<file path="src/rtl/receiver_pkg.sv">
// Shared constants and FSM state encoding for the receive side of the four-phase CDC link.
package receiver_pkg;

    localparam int unsigned DATA_MSB = 7;
    localparam int unsigned DATA_W   = DATA_MSB + 1;

    typedef logic [DATA_MSB:0] rx_word_t;

    typedef enum logic {
        RX_IDLE = 1'b0,
        RX_ACKD = 1'b1
    } rx_state_e;

endpackage

</file>
<file path="src/rtl/dffs.sv">
// Single synchronizer flop with asynchronous active-high clear.
module dffs (
    input  logic clk,
    input  logic r,
    input  logic d,
    output logic q
);

    always_ff @(posedge clk or posedge r) begin
        if (r) begin
            q <= 1'b0;
        end else begin
            q <= d;
        end
    end

endmodule

</file>
<file path="src/rtl/rxfsm.sv">
// Four-phase acknowledge FSM: captures once per request, withholds ack while the output register is busy.
module rxfsm
    import receiver_pkg::*;
(
    input  logic clk_rx,
    input  logic reset,
    input  logic req_s,
    input  logic space,
    output logic ack,
    output logic cap
);

    rx_state_e state;
    rx_state_e state_nxt;

    always_ff @(posedge clk_rx or negedge reset) begin
        if (!reset) begin
            state <= RX_IDLE;
        end else begin
            state <= state_nxt;
        end
    end

    always_comb begin
        state_nxt = state;
        cap       = 1'b0;
        case (state)
            RX_IDLE: begin
                if (req_s && space) begin
                    cap       = 1'b1;
                    state_nxt = RX_ACKD;
                end
            end
            RX_ACKD: begin
                if (!req_s) begin
                    state_nxt = RX_IDLE;
                end
            end
            default: state_nxt = RX_IDLE;
        endcase
    end

    // ack is the state flop itself, so it reaches the transmitter glitch-free
    assign ack = (state == RX_ACKD);

endmodule

</file>
<file path="src/rtl/receiver.sv">
// Receive endpoint of the two-flop four-phase CDC link: req synchronizer, ack FSM and
// a valid/ready output register that back-pressures the link when full.
module receiver
    import receiver_pkg::*;
(
    input  logic              clk_rx,
    input  logic              reset,
    input  logic              req,
    input  logic [DATA_MSB:0] data,
    output logic              ack,
    output logic [DATA_MSB:0] rdata,
    output logic              vo,
    input  logic              rdy,
    output logic              rcv
);

    logic r1;
    logic r2;
    logic req_s;
    logic space;
    logic cap;

    dffs u_sync1 (
        .clk (clk_rx),
        .r   (!reset),
        .d   (req),
        .q   (r1)
    );

    dffs u_sync2 (
        .clk (clk_rx),
        .r   (!reset),
        .d   (r1),
        .q   (r2)
    );

    assign req_s = r2;
    // free now, or being drained by the consumer on this same edge
    assign space = !vo || rdy;

    rxfsm u_fsm (
        .clk_rx (clk_rx),
        .reset  (reset),
        .req_s  (req_s),
        .space  (space),
        .ack    (ack),
        .cap    (cap)
    );

    always_ff @(posedge clk_rx or negedge reset) begin
        if (!reset) begin
            rdata <= '0;
            vo    <= 1'b0;
            rcv   <= 1'b0;
        end else begin
            rcv <= cap;
            if (cap) begin
                rdata <= data;
                vo    <= 1'b1;
            end else if (vo && rdy) begin
                vo <= 1'b0;
            end
        end
    end

endmodule

</file>
<file path="config.mk">
export PLATFORM = sky130hd
export DESIGN_NAME = receiver
export DESIGN_NICKNAME = d
export VERILOG_FILES = /design/src/rtl/receiver_pkg.sv /design/src/rtl/dffs.sv /design/src/rtl/rxfsm.sv /design/src/rtl/receiver.sv
export SDC_FILE = /design/constraint.sdc
export NUM_CORES = 1
export LEC_CHECK = 0
export CAP_MARGIN = 40
export CORE_MARGIN = 2
export CORE_UTILIZATION = 34
export DETAILED_ROUTE_END_ITERATION = 10
export HOLD_SLACK_MARGIN = 0.05
export PLACE_DENSITY = 0.71
export SLEW_MARGIN = 20
export SYNTH_ARGS = -nofsm -noshare
export SYNTH_HDL_FRONTEND = slang
export SYNTH_HIERARCHICAL = 1
export SYNTH_SLANG_ARGS = --single-unit
</file>
<file path="constraint.sdc">
create_clock -name clk_rx -period 1.1 [get_ports clk_rx]
set_input_delay 0.165 -clock clk_rx [delete_from_list [all_inputs] [get_ports clk_rx]]
set_output_delay 0.165 -clock clk_rx [all_outputs]
set_load 0.02 [all_outputs]
</file>
After elaboration in Yosys (flattened, before gate mapping)
Cells that the tools add are included.
Storage, ports and cells
  output and inout bits: 11
  word-level logic and storage cells: 18
  register bits after elaboration: 13
  input port bits: 12
Operators by class
  bitwise operators: 1
  muxes and demuxes: 6
  reduce and logical (&&, ||, !) cells: 5
Operators with widths (count)
  1-bit 2-to-1 mux: 5
  1-bit logical AND: 2
  1-bit one-hot mux with 2 select lines: 1
  2-bit nonzero test: 1
  1-bit logical NOT: 1
  1-bit logical OR: 1
  1-bit NOT: 1

Depth between registers and ports, before layout
  depth in word-level cells: 6
  mapped depth: 4

By module
The synthesis kept the hierarchy.
Modules (own cells, without submodules)
  receiver: area an instance 397.9 µm², instances 1, cells each 22, sequential area each 250.2 µm²
  dffs: area an instance 28.8 µm², instances 2, cells each 2, sequential area each 25.0 µm²
  rxfsm: area an instance 41.3 µm², instances 1, cells each 3, sequential area each 25.0 µm²

Worst setup path after synthesis
Ideal clock, no wire load.
  path type: register to register
  from: register vo
  to: register rdata[0]
  path slack: -0.213 ns
  stages on the path, launching flop included: 5
  data required time: 0.975 ns
  library setup time: 0.125 ns
  data arrival time: 1.188 ns
  buffers on the path: 1
  period minus slack after synthesis: 1.313 ns
  cells stage by stage: dfrtp_1 nand2b_1 and3b_1 buf_6 mux2_4
Between the ends
  cells in the longest elaborated chain, start to end: 5
RTL lines
  from (decl): RTL line receiver.sv:12  | output logic vo,
  from (signal assigned): RTL line receiver.sv:53  | vo <= 1'b0;
  from (signal assigned): RTL line receiver.sv:59  | vo <= 1'b1;
  from (signal assigned): RTL line receiver.sv:61  | vo <= 1'b0;
  1-bit logical NOT: RTL line receiver.sv:39  | assign space = !vo || rdy;
  1-bit logical OR: RTL line receiver.sv:39
  named net space: RTL line receiver.sv:20  | logic space;
  1-bit logical AND: RTL line rxfsm.sv:29  | if (req_s && space) begin
  1-bit 2-to-1 mux: RTL line rxfsm.sv:29
  1-bit 2-to-1 mux: RTL line rxfsm.sv:27  | case (state)
  named net cap: RTL line receiver.sv:21  | logic cap;
  to (signal assigned): RTL line receiver.sv:58  | rdata <= data;
  to (decl): RTL line receiver.sv:11  | output logic [DATA_MSB:0] rdata,
The timed path passes the listed nets, and every way through them passes these cells.
A chain may end at the register's enable or synchronous reset.

Worst setup path in the final report
  from: register vo
  to: register rdata[1]
The elaborated chain is that of the path after synthesis.

==> metrics.md <==
| Metric | Value |
|---|---|
| RD Place Congestion | `roughly 0.63` |
| Core area | `1334 sq um` |
| Seq cells post-synth | `13` |
| Cells after synthesis | `29` |
| Worst r2r src | `vo` |
| Pwr dens | `1647 nW/um^2` |
| Failing checks | `setup timing` |
| Worst-Margin Slew | `approximately 210 ps` |
| Main area contributors after synthesis | `dfrtp_1, mux2_4, nand2b_1` |
| Vias per cell | `4.373` |
| Global route total overflow | `0` |
| Setup violators final | `9` |
| Worst VDD drop | `0.0007806 V` |
| Antenna-violating nets left | `0` |
| Core Rows | `13` |
| CTS root buf | `clkbuf_4` |
| Final worst path period share | `114.7%` |
| Setup_tns | `-1330 ps` |
| Routed WL | `~990 microns` |
| Synthesized area | `~500 sq um` |
| H-tree depth | `1` |
| Max_cap viols | `0` |
| Period minus WS final | `1262 ps` |
| Ports | `23` |
| Run status | `finished with violations` |
| Die area | `1783 sq um` |
| Die width | `42.22 microns` |
| Max-slew violation count | `0` |
| Upper clock frequency limit | `0.7924 GHz` |
| Final Total Pwr | `~1.3 mW` |
| Height of the die | `about 42 microns` |
| Hold-fix buffers at CTS | `0` |
| Clock buffer count from CTS | `3` |
| Routed len/inst | `13.20 microns` |
| Diode count | `0` |
| Share of layout cells above drive strength 1 | `between 50% and 60%` |
| Clock slew at reported path FFs | `80 ps` |
| Initial core utilization | `a little under two fifths` |
| Synthesis-to-finish area growth | `55.92%` |
| CP required | `roughly 1300 ps` |
| CP startpoint | `vo` |
| CTS tree | `built` |
| Post-CTS Setup Inserts | `0` |
| Critical Path End Type | `flip-flop` |
| DRT iter0 DRCs | `1` |
| Post-DP HPWL | `752.4 microns` |
| FF-to-FF End | `rdata[1]` |
| R2R Setup Slk | `-160 ps` |
| Layout Nets | `73` |
| Clock Skews | `6.160 ps` |
| Clock Path Buffers | `2` |
| Warnings, synthesis | `6` |
| Leading area contributor after synthesis | `dfrtp_1` |
| DRC viols | `0` |
| Synthesized net count | `41` |
| Sequential area share after synthesis | `about 65%` |
| Slew margin rel. | `85.99%` |
| Clock Sinks | `13` |
| Largest net degree at the start of global routing | `11` |
| CP Launch Type | `flip-flop` |
| CP max FO | `10` |
| DR vias | `328` |
| Hold Path Class | `input port to asynchronous set/reset pin` |
| Initial DRT Pass Iterations | `2` |
| All-Layer GR Usage | `12.41%` |
| IO Port Bufs | `22` |
| Initial antenna violation count | `0` |
| Syn avg cell area | `approximately 17 sq um` |
| Top-area cell type share of the netlist area | `65.49%` |
| Hold Fails Final Rpt | `0` |
| Distinct cells, synth | `7` |
| RSZ-0062 raised after global routing | `true` |
| Worst EP arrival | `1420 ps` |
| Vias in the first global route | `388` |
| First-pass GRT wire length | `around 1.6 mm` |
| Crit path kind | `flip-flop to flip-flop` |
| Termination of the worst setup path | `rdata[1]` |
| Static leakage | `0.3875 nW` |
| R2R cell count | `4` |
| Clock latency on the worst-skew pair | `270 ps` |
| Worst setup margin | `-161.9 ps` |
cell usage after synthesis:
master	count
inv_1	3
buf_6	1
mux2_4	8
nand2b_1	2
and3b_1	1
o21a_1	1
dfrtp_1	13
metal layers:
metal | global-route usage [%] | wire [microns] | vias to the layer above
met5 | 0 | 0 | -
met4 | 5.625 | 0 | 0
met3 | 5.172 | 108 | 0
met2 | 18.15 | 456 | 20
met1 | 15.89 | 425 | 152
li1 | - | - | 156
cells in the final DEF, fill, tap and decap left out, drive strengths merged:
cell,count
and3b,1
clkdlybuf4s15,1
clkdlybuf4s50,11
dlygate4sd2,1
clkbuf,3
dfrtp,13
clkinv,1
mux2,8
inv,3
o21a,1
nand2b,2
buf,15
registers in the layout, summed over array words and instances, names as in the netlist:
signal	count
vo	1
u_sync1/q	1
u_fsm/ack	1
rcv	1
rdata	8
u_sync2/q	1
kinds of logic (layout without fill, tap and decap cells):
family / after synthesis / after routing / synth area share (%)
buffers and inverters: 4 / 35 / 4.534
multiplexers: 8 / 8 / 24.18
AND/OR/NAND/NOR: 3 / 3 / 4.282
AO/OA/AOI/OAI: 1 / 1 / 1.512
flip-flops: 13 / 13 / 65.49
worst min path at each step:
stage / start / to / slack (ps) / cells after the start
floorplan: reset / rcv / -130 / 0
global placement: u_sync1/q / u_sync2/q / 340 / 0
detailed placement: u_sync1/q / u_sync2/q / 360 / 0
CTS: reset / u_fsm/ack / 90 / 1
global route: reset / u_fsm/ack / 90 / 1
finish: reset / u_fsm/ack / 100 / 1
area by class of cell:
| class | count | area, sq um |
|---|---|---|
| tap | 15 | 18.77 |
| multi-input combinational | 12 | 157.7 |
| fill | 117 | 559.3 |
| timing repair buffer | 28 | 232.7 |
| inverter | 3 | 11.26 |
| sequential | 13 | 326.6 |
| clock inverter | 1 | 5.005 |
| clock buffer | 3 | 22.52 |
timing repair:
action,4_1_cts,5_1_grt
setup endpoints to repair,19,18
hold endpoints to repair,0,0
gates resized for setup,33,9
pin swaps,0,1
critical path, cell delays in order (launching register included):
cell and delay, ps:
dfrtp_2 430, nand2b_4 70, and3b_2 210, buf_12 140, mux2_4 300
metrics by stage:
| step | utilization, % | instance area [sq um] | instances | hold WS (ps) | worst slack, ps |
|---|---|---|---|---|---|
| 6_report | 58.07 | 774.5 | 75 | 96.59 | -161.9 |
| 5_1_grt | 58.07 | 774.5 | 75 | 91.62 | -198.3 |
| 4_1_cts | 61.26 | 817.0 | 75 | 93.32 | -175.5 |
| 3_5_place_dp | 58.72 | 783.3 | 71 | 359.4 | -430.6 |
| 3_3_place_gp | 58.72 | 783.3 | 71 | 336.0 | -398.7 |
| 2_1_floorplan | - | 498.0 | 29 | -130.6 | -194.8 |
where the power goes:
part / switching, mW / leakage, nW / total (mW) / internal (mW)
Sequential: 0.0430 / 0.153 / 0.597 / 0.554
Combinational: 0.174 / 0.217 / 0.391 / 0.217
Clock: 0.153 / 0.0177 / 0.287 / 0.134
Power figures use the tool's default switching activity.
==> RTL edit 1, RTL diff (config.mk and constraints unchanged) <==
The package constant `DATA_MSB` goes from 7 to 6.
--- a/src/rtl/receiver_pkg.sv
+++ b/src/rtl/receiver_pkg.sv
@@ -2,5 +2,5 @@
 package receiver_pkg;
 
-    localparam int unsigned DATA_MSB = 7;
+    localparam int unsigned DATA_MSB = 6;
     localparam int unsigned DATA_W   = DATA_MSB + 1;
 
Ports: changed (resized data and rdata); port bits go from 23 to 21. No check against the original RTL was run, so the function may have changed too.
==> RTL edit 1 against the original RTL <==
  * The flow still finishes with violations (setup timing)
  * Area after synthesis decreased by 8.1%
  * Cell area decreased by 11%
  * Wire length decreased by 9.7%
  * Worst setup slack improved by 0.0032 ns
  * Critical path depth unchanged
  * Power decreased by 9.8%
  * Global-route usage increased by 0.89 points
  * Sequential cell count decreased by 1
  * Synthesized cell count decreased by 6.9%
  * Largest cell class unchanged
  * Largest power group unchanged
==> RTL edit 1: results (changes against the original RTL) <==
- Clock transition at path regs: 0.08 ns (about the same)
- HP Class: input port to async pin (unchanged)
- Skew final: 0.00693 ns (was 0.00616 ns)
- Vias in the first global route: 296 (was 388)
- Seq/Total Area, Yosys: 65.8% (was 65.5%)
- Power Dens Cells: 1670 nW/um^2 (was 1650 nW/um^2)
- YS warnings: 6 (unchanged)
- Post-synth top cells: dfrtp_1, mux2_4, inv_1 (unchanged)
- Final Setup Violations: 8 (was 9)
- Worst path top cell family by delay: flip-flops (unchanged)
- DP Wirelength: 719 microns (was 752 microns)
- Leakage: 0.340 nW (was 0.387 nW)
- Setup ws final: -0.159 ns (was -0.162 ns)
- Largest net degree at the start of global routing: 10 (was 11)
- Crit Path Max Fanout: 9 (was 10)
- GR Util All Layers: 13.3% (was 12.4%)
- Slew @ Worst Pin: 0.256 ns (was 0.209 ns)
- Worst-Skew Late Latency: 0.26 ns
- Synth Area in Compound Gates: 1.64% (was 1.51%)
- Area growth syn-to-layout: 50.7% (was 55.9%)
- Dpl cells: 63 (was 71)
- Nets@finish: 64 (was 73)
- DRT iter0 DRCs: 3 (was 1)
- Flop pwr share: 47.5% (was 46.8%)
- Max reg flops: 7 (was 8)
- Sw power: 0.322 mW (was 0.370 mW)
- Synth Net Count: 38 (was 41)
- Avg Synthesized Cell Area: 16.9 sq um (was 17.1 sq um)
- Distinct cells, synth: 7 (unchanged)
- IO Port Bufs: 20 (was 22)
- Peak supply drop: 0.768 mV (was 0.781 mV)
- Area after DPL: 693 sq um (was 783 sq um)
- Clock network power: 0.273 mW (was 0.287 mW)
- Pre-CTS setup slack: -0.434 ns (was -0.431 ns)
- CP arrival: 1.40 ns (was 1.42 ns)
- CTS Buf Count: 3 (unchanged)
- Mux contribution to synthesized area: 23.0% (was 24.2%)
- Final setup TNS: -1.12 ns (was -1.33 ns)
- Wirelength, routed: 894 microns (was 990 microns)
- Routed len/inst: 13.3 microns (was 13.2 microns)
- DR WL met2: 492 microns (was 456 microns)
- Layout cells sized above 1: 46.2% (was 51.7%)
- Crit-path max cell delay: ~0.42 ns
- Global-route wire length before repair: 1280 microns (was 1640 microns)
- Failing checks: setup timing (unchanged)
- Via count: 292 (was 328)
- Met3 Wirelength: 61 microns (was 108 microns)
- M1 wire length: 340 microns (was 425 microns)
- Run status: finished, violations left (unchanged)
- Main area contributors after synthesis: dfrtp_1, mux2_4, nand2b_1 (unchanged)
- Placer Congestion: 0.706 (was 0.629)
-- RTL edit 1: cell types whose count changed after synthesis, sizes merged --
cell,delta
dfrtp,-1
mux2,-1
-- RTL edit 1: final cells by class --
type,instances,area [sq um]
Clock buffer,4,26.3
Inverter,3,11.3
Fill cell,111,597
Timing Repair Buffer,22,188
Multi-Input combinational cell,11,143
Sequential cell,12,302
Tap cell,15,18.8
-- RTL edit 1: cells by family (layout without fill, tap and decap cells) --
group	after synthesis	in the layout
simple gates	3	3
compound gates	1	1
buf+inv	4	29
mux	7	7
flops	12	12
-- RTL edit 1: path summary, 6_finish.rpt --
kind	start	endpoint	slack [ns]	cells after the start
max in group asynchronous	reset	rdata[6]$_DFFE_PN0P_	0.59	2
worst max register to register	vo$_DFFE_PN0P_	rdata[1]$_DFFE_PN0P_	-0.16	4
min in group clk_rx	req	u_sync1/q$_DFF_PP0_	0.33	1
worst min-delay path	reset	rdata[3]$_DFFE_PN0P_	0.13	1
worst min register to register	u_sync1/q$_DFF_PP0_	u_sync2/q$_DFF_PP0_	0.36	0
worst max-delay path	vo$_DFFE_PN0P_	rdata[1]$_DFFE_PN0P_	-0.16	4
-- RTL edit 1: what timing repair did --
action,4_1_cts,5_1_grt
pin swaps,1,0
setup endpoints to repair,17,16
setup buffers,0,0
resized for setup,26,9
-- RTL edit 1: per-layer routing --
metal / vias up / global-route usage (%)
met5: - / 0
met4: 0 / 10.0
met3: 0 / 6.52
met2: 11 / 22.6
met1: 143 / 12.0
li1: 138 / -
-- RTL edit 1: worst register-to-register path, stage by stage, from the launching register on --
cell,delay [ns]
dfrtp_2,0.42
nand2b_4,0.08
and3b_2,0.21
buf_12,0.13
mux2_4,0.30
